===== config.mk =====
export PLATFORM = sky130hd
export DESIGN_NAME = regfile_2w2r
export DESIGN_NICKNAME = d
export VERILOG_FILES = /design/src/rtl/regfile_2w2r.sv
export SDC_FILE = /design/constraint.sdc
export NUM_CORES = 2
export LEC_CHECK = 0
export BUFFER_PORTS_ARGS = -buffer_cell sky130_fd_sc_hd__buf_4
export CORE_AREA = 2 2 456 277
export CTS_BUF_LIST = sky130_fd_sc_hd__clkbuf_2
export DETAILED_ROUTE_END_ITERATION = 10
export DIE_AREA = 0 0 458 279
export PLACE_DENSITY = 0.73
export RECOVER_POWER = 50
export SYNTH_ARGS = -nofsm -noshare
export SYNTH_HDL_FRONTEND = slang
export SYNTH_SLANG_ARGS = --single-unit

===== constraint.sdc =====
create_clock -name clk -period 2.7 [get_ports clk]
set_input_delay 0.405 -clock clk [delete_from_list [all_inputs] [get_ports clk]]
set_output_delay 0.405 -clock clk [all_outputs]
set_load 0.05 [all_outputs]

===== src/rtl/regfile_2w2r.sv =====
// Two-write, two-read register file with byte-lane strobes and optional zero register.
// Define REGFILE_BYPASS_EN to forward same-cycle write data onto the read ports.
module regfile_2w2r #(
  parameter int DATA_W   = 32,
  parameter int ADDR_W   = 5,
  parameter int ZERO_REG = 1
) (
  input  logic                clk,
  input  logic                reset_n,
  input  logic                we_a,
  input  logic [ADDR_W-1:0]   wa_a,
  input  logic [DATA_W-1:0]   wd_a,
  input  logic [DATA_W/8-1:0] wstrb_a,
  input  logic                we_b,
  input  logic [ADDR_W-1:0]   wa_b,
  input  logic [DATA_W-1:0]   wd_b,
  input  logic [DATA_W/8-1:0] wstrb_b,
  input  logic [ADDR_W-1:0]   ra1,
  input  logic [ADDR_W-1:0]   ra2,
  output logic [DATA_W-1:0]   rd1,
  output logic [DATA_W-1:0]   rd2
);

  localparam int NumLanes = DATA_W / 8;
  localparam int Depth    = 2 ** ADDR_W;

  logic [DATA_W-1:0] regs [Depth];

  logic wrA;
  logic wrB;

  // Writes aimed at a hard-wired zero register are dropped here.
  assign wrA = we_a && !((ZERO_REG != 0) && (wa_a == '0));
  assign wrB = we_b && !((ZERO_REG != 0) && (wa_b == '0));

  // Port B is applied after port A so it wins on shared lanes.
  always_ff @(posedge clk) begin
    if (!reset_n) begin
      for (int i = 0; i < Depth; i++) begin
        regs[i] <= '0;
      end
    end else begin
      for (int l = 0; l < NumLanes; l++) begin
        if (wrA && wstrb_a[l]) begin
          regs[wa_a][l*8 +: 8] <= wd_a[l*8 +: 8];
        end
        if (wrB && wstrb_b[l]) begin
          regs[wa_b][l*8 +: 8] <= wd_b[l*8 +: 8];
        end
      end
    end
  end

  logic [ADDR_W-1:0] rAddr [2];
  logic [DATA_W-1:0] rData [2];

  assign rAddr[0] = ra1;
  assign rAddr[1] = ra2;
  assign rd1      = rData[0];
  assign rd2      = rData[1];

  for (genvar p = 0; p < 2; p++) begin : gRead
    always_comb begin
      rData[p] = regs[rAddr[p]];
`ifdef REGFILE_BYPASS_EN
      for (int l = 0; l < NumLanes; l++) begin
        if (reset_n && wrA && (wa_a == rAddr[p]) && wstrb_a[l]) begin
          rData[p][l*8 +: 8] = wd_a[l*8 +: 8];
        end
        if (reset_n && wrB && (wa_b == rAddr[p]) && wstrb_b[l]) begin
          rData[p][l*8 +: 8] = wd_b[l*8 +: 8];
        end
      end
`endif
      if ((ZERO_REG != 0) && (rAddr[p] == '0)) begin
        rData[p] = '0;
      end
    end
  end

endmodule


# --- Yosys cells after proc, flatten, opt, wreduce, memory -nomap -nowiden ---
# Memories as Yosys holds them, arrays and structs flattened.
# Cells that the tools add are included.
totals:
  reg_bits: 0
  ramBits: 1024
  in_bits: 96
  output_inout_bits: 64
  word_cells: 52
  n_memories: 1
classes:
  n_mux: 33
  reduce_logical: 18
mem_list:
  columns: ["name", "depth", "width", "rd", "rd_clocked_by_memory_dff", "write_ports", "line_no", "text"]
  rows:
  - ["regs", 32, 32, 2, 0, 32, "27", "logic [DATA_W-1:0] regs [Depth];"]
op_table:
  columns: ["operator", "count"]
  rows:
  - ["two-way mux 32 bit", 4]
  - ["OR reduction 32 bit", 2]
  - ["two-way mux 1 bit", 25]
  - ["logical NOT 5 bit", 4]
  - ["logical AND 1 bit", 10]
  - ["two-way mux 5 bit", 2]
  - ["two-way mux 4 bit", 2]
  - ["logical NOT 1 bit", 2]

# --- Depth between registers and ports, before layout ---
depth:
  depth_word: 9
  depth_mapped: 7
  depth_no_buf: 4

# --- Worst setup path before layout ---
# No wires, ideal clock.
synth_timing:
  path_type: "input -> output"
  start: "in ra1[0]"
  end: "out rd1[10]"
  arrival_ns: 3.023
  required_time_ns: 2.295
  slack_ns: -0.728
  path_stages: 7
  path_buffers: 4
  cell_sequence: "buf_2 -> inv_1 -> clkbuf_1 -> clkbuf_1 -> clkbuf_1 -> o2111ai_1 -> a311oi_1"
synth_via:
  elab_chain_cells: 2
  word_cells_on_any_way: 3
synth_rtl:
  columns: ["element", "line_no", "text"]
  rows:
  - ["start, declared", "18", "input logic [ADDR_W-1:0] ra1,"]
  - ["memory (32 x 32 bit) / logical NOT 5 bit (equally long branches)", null, null]
  - ["two-way mux 32 bit (*)", "75", "if ((ZERO_REG != 0) && (rAddr[p] == '0)) begin"]
  - ["end, declared", "20", "output logic [DATA_W-1:0] rd1,"]
# Mark *: on every way between the ends. The rest lies on a longest branch, timed or not.

==> flow_metrics.py <==
metrics = {
    "run_status": {
        "status": "finished, violations left",
        "violations": "max-capacitance violations, max-slew violations, negative setup slack",
    },
    "logic_synthesis": {
        "synth_seq_cells": 1024,
        "synth_edf_count": 1024,
        "synth_adder_area_share_pct": 0,
        "synthFlopType": "edfxtp_1",
        "synth_compound_area_share_pct": 21.97,
        "syn_area_um2": 62750,
        "synth_top_family_by_area": "compound AO/OA/AOI/OAI gates",
        "netlist_instances": 4203,
        "muxShareOfSynthArea_pct": 19.27,
        "synth-xor-area-share_pct": 0,
        "syn_avg_cell_area_um2": 14.93,
        "yosys.area_share.simple_pct": 6.010,
        "yosys_warnings": 0,
        "netlist-cell-type-count": 46,
        "seq_area_frac_synth_pct": 49.01,
        "ys_async_sr_fraction_pct": 0,
    },
    "floorplan": {
        "fp.dieW_um": 458,
        "rows": 100,
        "num_io_pins": 160,
        "fp.dieH_um": 279,
        "start_util_pct": 50.86,
        "core_um2": 123400,
        "dieArea_um2": 127800,
    },
    "timing": {
        "holdWs_ps": 135.1,
        "setup_viol": 1068,
        "period_share_pct": 146.7,
        "final_max_slew_viol_count": 71,
        "worst_pin_slew_ps": 2703,
        "period_needed_ps": 3961,
        "timing.final.hold_violations": 0,
        "max_freq_mhz": 252.5,
        "rsz0062_at_grt": "yes",
        "setup_ws_ps": -1261,
        "relSlewSlack_pct": -80.21,
    },
    "setup_path": {
        "worstSetupPathType": "reg -> out",
        "crit_path_frequent_cell": "buf_6",
        "crit_chain": "mux4_2 -> nor2b_4 -> a211oi_4 -> buf_6 -> a311oi_4 -> buf_6",
        "critPathMaxFanout": 2,
        "endpoint_kind": "output pin",
        "crit_required_ps": 2300,
        "critPathMaxStageDelay_ps": 510,
        "slowest_stage": "mux4_2",
        "critical_path_arrival_ps": 3560,
        "startpoint_type": "flop",
    },
    "grt": {
        "grt_first_pass_wirelength_mm": 380.2,
        "grt_overflow": 0,
        "grt_pass1_vias": 51379,
        "grt_max_degree": 37,
        "antenna_found_initial": 8,
        "grt_usage_pct": 41.77,
    },
    "route": {
        "drtIter0Drc": 9616,
        "ant_nets": 0,
        "vias": 53941,
        "drt-met1-wl_mm": 96.08,
        "wl_met3_mm": 53.46,
        "drt_wl_total_mm": 271.1,
        "dr.pass1.iters": 7,
        "via_per_inst": 7.598,
        "drc_errors": 0,
        "top_layer": "met5",
        "wl_met2_mm": 108.1,
        "detail_route.wl_per_cell_um": 38.19,
    },
    "hold_path": {
        "hold_class": "in -> reg",
        "hp-start": "wa_a[0]",
        "min_path_cells": 6,
        "holdPathEnd": "regs[2][30]",
    },
    "power_and_ir_drop": {
        "total_power_w": 0.03817,
        "p_per_area_nw_per_um2": 481.6,
        "peakVddDrop_uv": 356.7,
        "p_leak_nw": 28.18,
    },
    "layout": {
        "areaGrowthSynthToFinish_pct": 26.31,
        "nFillCells": 8955,
        "nNetsFinal": 5366,
        "largest_register": "regs",
        "drive_gt1_share_pct": 43.44,
        "largest_reg_flops": 1024,
        "top_regs": "regs x1024",
    },
    "clock_network": {
        "cts_tree": "built",
        "cts_buffers": 228,
        "ctsHtreeMaxLevel": 4,
        "clock-root-buffer": "clkbuf_2",
        "clkTransAtPathRegs_ps": 140,
        "cts.sink_count": 1024,
        "clock_path_buffers": 3,
    },
    "placed_design": {
        "dp_hpwl_mm": 181.0,
        "port_buffers": 159,
        "gp_congestion": 1.052,
    },
    "job": {
        "maxCapViolCount": 2,
    },
}
==> routing by layer <==
metal,global-route usage (%),vias to the layer above
met5,1.989,-
met1,56.76,26657
met2,55.75,5715
li1,-,20589
met3,21.43,972
met4,17.28,8
==> critical path: cells and delay by family, from the launching register on <==
family,cells,cell delay [ps]
multiplexers,1,510
flip-flops,1,480
buffers and inverters,2,370
AO/OA/AOI/OAI,2,300
AND/OR/NAND/NOR,1,150
==> cells in the final DEF, fill, tap and decap left out, types with 67 or more instances in the layout <==
cell type      instances
nor3_2                67
dlygate4sd3_1        257
a22o_1               992
clkbuf_2             388
buf_6                 72
buf_12               164
edfxtp_1            1024
buf_4                709
mux4_2               448
mux2i_1              122
nand2_1              131
==> logic make-up (layout without fill, tap and decap cells) <==
group           Yosys count  count (layout)
buf+inv                 524            1743
flops                  1024            1024
mux                     640             640
simple gates            472             472
other cells               1              46
compound gates         1542            1542
==> metrics by stage <==
stage                     setup slack [ps]  std cells  utilization, %  TNS [ps]  area, µm²
final                                -1261       7099           64.24   -408690      79250
after CTS                            -1370       7088           65.02    -83270      80210
after global routing                 -1317       7092           64.23   -423140      79240
after detailed placement            -495.3       6368           59.32    -18180      73190
after floorplan                      4.327       4234               -         0      63990
after global placement              -466.1       6368           59.32    -17600      73190
==> how the worst max path moves through the flow <==
stage | endpoint | startpoint | slack, ps | cells past startpoint
6_report | rd1[27] | regs[2][27] | -1260 | 6
5_1_grt | rd1[31] | regs[1][31] | -1320 | 6
4_1_cts | rd1[25] | regs[14][25] | -1370 | 5
3_5_place_dp | rd2[7] | ra2[0] | -500 | 8
3_3_place_gp | rd1[5] | ra1[1] | -470 | 7
2_1_floorplan | rd1[12] | ra1[0] | 4 | 7
==> final cells by class <==
class	instances	area, µm²	area share [%]
multi-input cells	2686	31620	39.89
flip-flops and latches	1024	30750	38.80
repair buffers	1324	12650	15.96
well taps	1632	2042	2.576
clock buffers	325	1627	2.052
clock inverters	88	510.5	0.6441
diodes	14	35.03	0.04420
inverters	6	25.02	0.03157
==> timing repair <==
item,CTS,global route
endpoints found under the hold margin,2016,216
hold buffers,325,1
setup endpoints to repair,64,138
setup buffers,2,4
pin swaps,73,32
resized for setup,336,93
==> cells in the mapped netlist (all sizes together) (28+ instances only) <==
library cell	count	area, µm²
a2111oi	56	1541
a211oi	64	480.5
a21oi	68	340.3
a221oi	46	402.9
a22o	992	8688
a22oi	64	480.5
a311o	56	560.5
a311oi	64	560.5
buf	172	1026
clkbuf	346	1299
edfxtp	1024	30750
mux2	64	720.7
mux2i	128	1281
mux4	448	10090
nand2	132	495.5
nor2b	70	437.9
nor3	126	996.0
nor4	36	748.2
nor4b	28	621.8
o21ai	114	570.6
==> where the power goes <==
part / switching, W / total, W / internal, W
Sequential: 0.000674 / 0.0190 / 0.0184
Combinational: 0.00494 / 0.00849 / 0.00355
Clock: 0.00685 / 0.0106 / 0.00379
Note: power is estimated with default switching activity, not from simulation.
